$ cat src/rtl/button_conditioner.sv
`default_nettype none
// +--------------------------------------------------------------------------+
// | Module      : button_conditioner                                         |
// | Description : Five-channel pushbutton front end. Each channel has a      |
// |               2-flop synchronizer, a debouncer, a press-pulse generator  |
// |               and an optional auto-repeat engine (IDLE/HOLD/REPEAT).     |
// | Revision    : 1.0 - initial release                                      |
// +--------------------------------------------------------------------------+
module button_conditioner #(
  parameter int         DEBOUNCE_CYCLES     = 1000000,
  parameter int         REPEAT_DELAY_CYCLES = 50000000,
  parameter int         REPEAT_RATE_CYCLES  = 10000000,
  parameter logic [4:0] REPEAT_MASK         = 5'b00011
) (
  input  logic       clk,
  input  logic       rst_n,
  input  logic [4:0] btn_raw,
  input  logic       repeat_en,
  output logic [4:0] btn_level,
  output logic [4:0] btn_pulse
);

  // Bit order on every 5-bit bus: {center, right, left, down, up}
  localparam int c_NUM_BTN = 5;

  // One counter width serves both the debouncer and the repeat engine; the
  // extra bit keeps the terminal compare well clear of any wrap.
  localparam int c_MAX_DB_DLY = (DEBOUNCE_CYCLES > REPEAT_DELAY_CYCLES) ?
                                DEBOUNCE_CYCLES : REPEAT_DELAY_CYCLES;
  localparam int c_MAX_CYCLES = (c_MAX_DB_DLY > REPEAT_RATE_CYCLES) ?
                                c_MAX_DB_DLY : REPEAT_RATE_CYCLES;
  localparam int c_CNT_W      = $clog2(c_MAX_CYCLES) + 1;

  localparam logic [c_CNT_W-1:0] c_CNT_ZERO = '0;
  localparam logic [c_CNT_W-1:0] c_CNT_ONE  = c_CNT_W'(1);
  localparam logic [c_CNT_W-1:0] c_DB_LAST  = c_CNT_W'(DEBOUNCE_CYCLES - 1);
  localparam logic [c_CNT_W-1:0] c_DLY_LAST = c_CNT_W'(REPEAT_DELAY_CYCLES - 1);
  localparam logic [c_CNT_W-1:0] c_RPT_LAST = c_CNT_W'(REPEAT_RATE_CYCLES - 1);

  // Auto-repeat state encoding
  localparam logic [1:0] c_ST_IDLE   = 2'd0;
  localparam logic [1:0] c_ST_HOLD   = 2'd1;
  localparam logic [1:0] c_ST_REPEAT = 2'd2;

  for (genvar i = 0; i < c_NUM_BTN; i++) begin : g_ch

    logic [1:0]         r_sync;
    logic               w_sync;
    logic [c_CNT_W-1:0] r_db_cnt;
    logic               r_level;
    logic               w_mismatch;
    logic               w_db_done;
    logic               w_level_nxt;
    logic               w_press;
    logic               w_en;

    logic [1:0]         r_state;
    logic [1:0]         w_state_nxt;
    logic [c_CNT_W-1:0] r_rpt_cnt;
    logic               w_rpt_fire;
    logic               w_rpt_clr;
    logic               r_pulse;

    // Two-flop synchronizer: the raw pin touches nothing else
    always_ff @(posedge clk or negedge rst_n) begin
      if (!rst_n) begin
        r_sync <= 2'b00;
      end else begin
        r_sync <= {r_sync[0], btn_raw[i]};
      end
    end

    assign w_sync      = r_sync[1];
    assign w_mismatch  = w_sync ^ r_level;
    // Accept a change once the mismatch has lasted DEBOUNCE_CYCLES cycles
    assign w_db_done   = w_mismatch && (r_db_cnt == c_DB_LAST);
    assign w_level_nxt = r_level ^ w_db_done;
    // Press is the 0->1 acceptance; release never produces a pulse
    assign w_press     = w_db_done && !r_level;
    assign w_en        = repeat_en & REPEAT_MASK[i];

    // Debounce counter: runs while the input disagrees, clears otherwise
    always_ff @(posedge clk or negedge rst_n) begin
      if (!rst_n) begin
        r_db_cnt <= c_CNT_ZERO;
      end else if (!w_mismatch || w_db_done) begin
        r_db_cnt <= c_CNT_ZERO;
      end else begin
        r_db_cnt <= r_db_cnt + c_CNT_ONE;
      end
    end

    // Debounced level register
    always_ff @(posedge clk or negedge rst_n) begin
      if (!rst_n) begin
        r_level <= 1'b0;
      end else begin
        r_level <= w_level_nxt;
      end
    end

    // Repeat FSM state register
    always_ff @(posedge clk or negedge rst_n) begin
      if (!rst_n) begin
        r_state <= c_ST_IDLE;
      end else begin
        r_state <= w_state_nxt;
      end
    end

    // Repeat FSM next state; exits look at the level being written this edge
    // so a release never coincides with a final repeat pulse
    always_comb begin
      w_state_nxt = r_state;
      case (r_state)
        c_ST_IDLE: begin
          if (w_press && w_en) begin
            w_state_nxt = c_ST_HOLD;
          end
        end
        c_ST_HOLD: begin
          if (!w_level_nxt || !w_en) begin
            w_state_nxt = c_ST_IDLE;
          end else if (r_rpt_cnt == c_DLY_LAST) begin
            w_state_nxt = c_ST_REPEAT;
          end
        end
        c_ST_REPEAT: begin
          if (!w_level_nxt || !w_en) begin
            w_state_nxt = c_ST_IDLE;
          end
        end
        default: begin
          w_state_nxt = c_ST_IDLE;
        end
      endcase
    end

    // Repeat FSM outputs: repeat-pulse request and counter control
    always_comb begin
      w_rpt_fire = 1'b0;
      w_rpt_clr  = 1'b1;
      case (r_state)
        c_ST_HOLD: begin
          if (w_level_nxt && w_en) begin
            if (r_rpt_cnt == c_DLY_LAST) begin
              w_rpt_fire = 1'b1;
            end else begin
              w_rpt_clr = 1'b0;
            end
          end
        end
        c_ST_REPEAT: begin
          if (w_level_nxt && w_en) begin
            if (r_rpt_cnt == c_RPT_LAST) begin
              w_rpt_fire = 1'b1;
            end else begin
              w_rpt_clr = 1'b0;
            end
          end
        end
        default: begin
          w_rpt_fire = 1'b0;
          w_rpt_clr  = 1'b1;
        end
      endcase
    end

    // Repeat counter: counts from the press-pulse edge, restarts per pulse
    always_ff @(posedge clk or negedge rst_n) begin
      if (!rst_n) begin
        r_rpt_cnt <= c_CNT_ZERO;
      end else if (w_rpt_clr) begin
        r_rpt_cnt <= c_CNT_ZERO;
      end else begin
        r_rpt_cnt <= r_rpt_cnt + c_CNT_ONE;
      end
    end

    // Pulse register: press and repeat are mutually exclusive by construction
    always_ff @(posedge clk or negedge rst_n) begin
      if (!rst_n) begin
        r_pulse <= 1'b0;
      end else begin
        r_pulse <= w_press | w_rpt_fire;
      end
    end

    assign btn_level[i] = r_level;
    assign btn_pulse[i] = r_pulse;

  end

endmodule
`default_nettype wire

$ cat config.mk
export PLATFORM = sky130hd
export DESIGN_NAME = button_conditioner
export DESIGN_NICKNAME = d
export VERILOG_FILES = /design/src/rtl/button_conditioner.sv
export SDC_FILE = /design/constraint.sdc
export NUM_CORES = 1
export LEC_CHECK = 0
export ABC_AREA = 1
export ABC_CLOCK_PERIOD_IN_PS = 2400
export CORE_MARGIN = 2
export CORE_UTILIZATION = 45
export DETAILED_ROUTE_END_ITERATION = 8
export PLACE_DENSITY = 0.69
export SLEW_MARGIN = 20
export SYNTH_ARGS = -nofsm -noshare
export SYNTH_HDL_FRONTEND = slang
export SYNTH_SLANG_ARGS = --single-unit
$ cat constraint.sdc
create_clock -name clk -period 2.4 [get_ports clk]
set_input_delay 0.48 -clock clk [delete_from_list [all_inputs] [get_ports clk]]
set_output_delay 0.48 -clock clk [all_outputs]
set_load 0.02 [all_outputs]
# Yosys cells after proc, flatten, opt, wreduce, memory -nomap -nowiden

Cells that the tools add are included.

Add/subtract/negate cells: 7
Bitwise gates (word level): 12
Equality and inequality tests: 19
Mux-type cells: 33
Reduce and logical (&&, ||, !) cells: 38

Operator list:

| kind                  | number |
|---|---|
| $add 27x1->27 const B | 7 |
| $mux 27               | 7 |
| $eq 27x20->1 const B  | 5 |
| $eq 27x24->1 const B  | 2 |
| $eq 27x26->1 const B  | 2 |
| $mux 2                | 8 |
| $logic_and 1x1->1     | 14 |
| $logic_not 1->1       | 13 |
| $mux 1                | 12 |
| $pmux 2 s3            | 2 |
| $xor 1x1->1           | 10 |
| $ne 2x2->1 const B    | 4 |
| $pmux 1 s2            | 4 |
| $logic_or 1x1->1      | 7 |
| $ne 3x3->1 const B    | 2 |
| $reduce_and 3->1      | 2 |
| $eq 2x1->1 const B    | 2 |
| $eq 2x2->1 const B    | 2 |
| $logic_not 2->1       | 2 |
| $or 1x1->1            | 2 |

Word-level logic and storage cells: 133
Flip-flop bits (word level): 213
Output and inout port bits: 10
Input port bits: 8

# Longest topological paths before layout

Word-level depth: 7
Mapped depth: 13
Gate-level depth less buffers: 12

# Worst setup path before layout

Ideal clock, no wire load.

Path type: reg-to-reg
From: register g_ch[0].r_db_cnt[0]
To: register g_ch[0].r_rpt_cnt[15]
Arrival time: 1677 ps
Required time: 2276 ps
Clock period less this slack: 1802 ps
Cell stages (with the launch flop): 14
Setup slack: 598 ps
Setup time: 124 ps
Buffers on the path: 1
Cell sequence: dfrtp_1 ha_1 nand2_2 nor2_4 nand3_2 nor2_4 nand2_1 nand2_2 nand2_4 nand3_1 nand2_2 nand3_4 buf_12 nor2_4

Cells in the longest elaborated chain, start to end: 7
Elaborated cells between the ends (all ways): 8
Those cells by class: 1 x eq/ne; 4 x mux; 1 x bitwise; 2 x reduce/logical

Ends and longest elaborated chain:

| what                             | line     | RTL |
|---|---|---|
| from (decl)                      | 49       | `logic [c_CNT_W-1:0] r_db_cnt;` |
| from (signal assigned)           | 85       | `r_db_cnt <= c_CNT_ZERO;` |
| from (signal assigned)           | 87       | `r_db_cnt <= c_CNT_ZERO;` |
| from (signal assigned)           | 89       | `r_db_cnt <= r_db_cnt + c_CNT_ONE;` |
| $eq 27x20->1 (*)                 | 76       | `assign w_db_done = w_mismatch && (r_db_cnt == c_DB_LAST);` |
| $logic_and 1x1->1 (*)            | 76       |  |
| $xor 1x1->1 (*)                  | 77       | `assign w_level_nxt = r_level ^ w_db_done;` |
| via g_ch[0].w_level_nxt          | 53       | `logic w_level_nxt;` |
| $logic_and 1x1->1 (*)            | 145, 154 |  |
| $mux 1, on equally long branches | 154, 145 |  |
| $pmux 1 s2 (*)                   | 143      | `case (r_state)` |
| $mux 27 (*)                      | 173      | `end else if (w_rpt_clr) begin` |
| to (signal assigned)             | 172      | `r_rpt_cnt <= c_CNT_ZERO;` |
| to (signal assigned)             | 174      | `r_rpt_cnt <= c_CNT_ZERO;` |
| to (signal assigned)             | 176      | `r_rpt_cnt <= r_rpt_cnt + c_CNT_ONE;` |
| to (decl)                        | 59       | `logic [c_CNT_W-1:0] r_rpt_cnt;` |

Mark *: on every way through the listed nets, which the timed path passes. The rest lies on a longest branch.
A chain may end at the register's enable or synchronous reset.

# Final worst setup path

From: register g_ch[0].r_level
To: output port btn_level[0]

RTL lines:

| what                   | line | RTL |
|---|---|---|
| from (decl)            | 50   | `logic r_level;` |
| from (signal assigned) | 98   | `r_level <= w_level_nxt;` |
| to (decl)              | 19   | `output logic [4:0] btn_level,` |

No word-level cell between the ends.

==> results.md <==
* Status: finished clean
* Final setup violating endpoints at 0
* Routability congestion estimate at 0.879
* Sum Neg Setup Slack at 0 ps
* Final Skew at 12.5 ps
* Number of buffer and inverter stages on the critical path at 1
* Capture endpoint of the worst hold path: g_ch[3].r_sync[1]$_DFF_PN0_
* Synthesis Warnings at 0
* Post-Route WL at 24,800 um
* Top area cells in the synthesized netlist: sky130_fd_sc_hd__dfrtp_1 44%, sky130_fd_sc_hd__nand2_1 7.7%, sky130_fd_sc_hd__nor2_1 7.0%, sky130_fd_sc_hd__inv_1 5.0%, sky130_fd_sc_hd__xor2_1 4.8%
* DR DRC count at 0
* Signed area change from the synthesized netlist to the final layout at 11.9%
* Sequential fraction of the synthesis area at 0.440
* Number of global-route vias before repair at roughly 9,400
* Synth cell types at between 40 and 50
* Pin count of the biggest net entering global routing at 73
* Hold Slack at roughly 350 ps
* TritonCTS clock tree: built
* Detail-routed via count per cell at 5.13
* Gate family responsible for the most delay along the worst path: buffers and inverters
* Leftover overflow at the end of global routing at 0
* Leak Pwr at 5.36 nW
* Floorplan row count at 60
* Endpoint required time on the critical path at 1920 ps
* Register bit total from synthesis at approximately 210
* Main flop type after synthesis: sky130_fd_sc_hd__dfrtp_1
* Die H at 168 um
* Compound-Gate Fraction of Synth Area at 0.0402
* Cells along the critical path: clkdlybuf4s50_1
* Count of buffers added by post-CTS timing repair for setup at 0
* Overall Power at 7.56 mW
* Top-level port count at 18
* Min-Delay Startpoint: g_ch[3].r_sync[0]$_DFF_PN0_
* Transition time at the pin with the least slew margin at 592 ps
* Worst min-delay path class: flop to flop
* First-iteration detailed-routing DRC count at 574
* Synth Cell Area at 12,100 um2
* Final core utilization at 0.508
* Total clock sinks at 213
* Cell with the largest stage delay on the worst path: sky130_fd_sc_hd__clkdlybuf4s50_1
* Filler instances at 2,544
* Total power density per cell area at between 500 and 600 nW/um2
* Area share of and/or/nand/nor cells after synthesis at 0.369
* Post-route cell area at ~14,000 um2
* Ratio of cells with drive above 1 in the final layout at 0.122
* Max Slew Vio Count at 0
* Final WS setup at between 200 and 300 ps
* Sequential cell area in the final layout at 5330 um2
* Number of failing hold endpoints at the final stage at 0
* TritonCTS Buffers at 24
* Hold Crit Depth at 0
* Global-route total usage across every layer at 0.181
* Sort of element at the end of the critical path: primary output
* Length in cells of the worst reg-to-reg path at 11
* Data arrival, critical path at 1630 ps
* CTS clock-pin slew for the worst setup and hold paths at around 60 ps
* Combinational family with the most area after synthesis: simple AND/OR/NAND/NOR gates
* Maximum Capacitance Violations at 0
* Effective utilization at floorplan at 0.454
* Mapped Cells at 1,497
* Critical R2R Launch: g_ch[1].r_rpt_cnt[0]$_DFF_PN0_
* Post-synth EDFFs at 0
* Number of port buffers at 17
* Crit Path Class: flop to primary output
* Area share of xor/xnor cells in the synthesized design at 0.0628
* Maximum vdd ir drop at 0.511 mV
* CTS resizes at 0
* Cell Count Post-Placement at roughly 1,900
* Dominant cell by count in the synthesized netlist: sky130_fd_sc_hd__nand2_1
* Root cell of the clock tree: sky130_fd_sc_hd__clkbuf_16
* Longest individual stage delay on the worst path at 650 ps
* Die area at 28,300 um2
* Synthesized area per cell at 8.10 um2
* Category of the worst setup path launch point: flop
* Slew headroom at 0.602
* Antenna violations before repair at 0
* CTS hold repair buffers at 1
* Critical path fanouts, max at 4
* Ant diodes at 0
* Via count at 9,718
* Dominant cell type by area after synthesis: sky130_fd_sc_hd__dfrtp_1
* Setup crit start: g_ch[0].r_level$_DFF_PN0_
* Number of iterations in the first detailed-routing pass at 5
* Shortest period the worst path allows at 2110 ps
* Multiplexer share of the synthesized area at 0
* Worst-case clock buffer depth at 3
* Highest achievable clock rate at 0.475 GHz
* Reg-to-reg endpoint: g_ch[1].r_rpt_cnt[23]$_DFF_PN0_
* Worst skew pair latency at roughly 520 ps
* Wire length of the first global-routing pass at 43,600 um
* Placeable core area at around 27,000 um2
* Top cell type's share of synthesized area at 0.440
* Post-Synth Adder-Cell Area at 0.0134
* Post-DP Area at 12,700 um2
* Area of combinational cells with multiple inputs at 5890 um2
* Number of H-tree levels at 1
* Detail Route Antenna Nets at 0
* Post-route fraction of the period consumed by the critical path at 0.877
* Routed WL per cell at 13.1 um
* Synth async-reset ratio at 1.00
* Number of nets produced by synthesis at between 1,500 and 2,000
* HPWL after detailed placement at roughly 18,000 um
* Place WS at 309 ps
* Final instance count without filler cells at 1,894
* Die width at around 170 um
* Most frequent cells after synthesis: 248 x sky130_fd_sc_hd__nand2_1, 227 x sky130_fd_sc_hd__nor2_1, 213 x sky130_fd_sc_hd__dfrtp_1
* Worst reg2reg setup slack at 330 ps
* Net count of the finished layout at 1,558
* RSZ-0062 raised after global routing: false
logic make-up after synthesis:
family	count (synthesis)
compound gates	88
xor+xnor	87
buf+inv	210
flops	213
simple gates	886
fa+ha+maj	13
placed cells by master (no fill, tap or decap), drive strengths merged, types with 18 or more instances in the layout:
cell type  instances
a21oi             42
buf               24
clkbuf            35
dfrtp            213
inv              183
nand2            263
nand3             86
nand4             61
nor2             292
nor3             123
nor3b             18
nor4              25
o21ai             27
xnor2             20
xor2              67
per-layer routing:
layer	part of all wire	GRT usage
met5	0	0
met4	0.020	0.0442
met3	0.040	0.0270
met2	0.46	0.303
met1	0.47	0.249
how the worst max path moves through the flow:
stage / to / cells after the start / slack [ps]
4_1_cts: btn_level[0] / 1 / 250
6_report: btn_level[0] / 1 / 290
2_1_floorplan: g_ch[0].r_rpt_cnt[15]$_DFF_PN0_ / 13 / 600
3_3_place_gp: g_ch[1].r_rpt_cnt[13]$_DFF_PN0_ / 11 / 400
3_5_place_dp: g_ch[1].r_rpt_cnt[16]$_DFF_PN0_ / 11 / 310
5_1_grt: g_ch[1].r_rpt_cnt[16]$_DFF_PN0_ / 11 / 90
layout make-up:
cell class	count	area share
flip-flops and latches	213	0.393
inverters	183	0.0506
well taps	341	0.0315
multi-input cells	1074	0.434
clock buffers	35	0.0533
repair buffers	41	0.0310
clock inverters	7	0.00627
registers in the layout, indices dropped and copies added, names as in the netlist, named ones only:
register and cells:
g_ch.r_pulse 5, g_ch.r_rpt_cnt 54, g_ch.r_state 4, g_ch.r_db_cnt 135, g_ch.r_level 2, g_ch.r_sync 10
where the power goes:
group	switching [mW]	total (mW)	internal [mW]
clock	1.42	3.71	2.29
sequential	0.0248	3.65	3.62
combinational	0.144	0.203	0.0592
(Power assumes the default switching activity.)
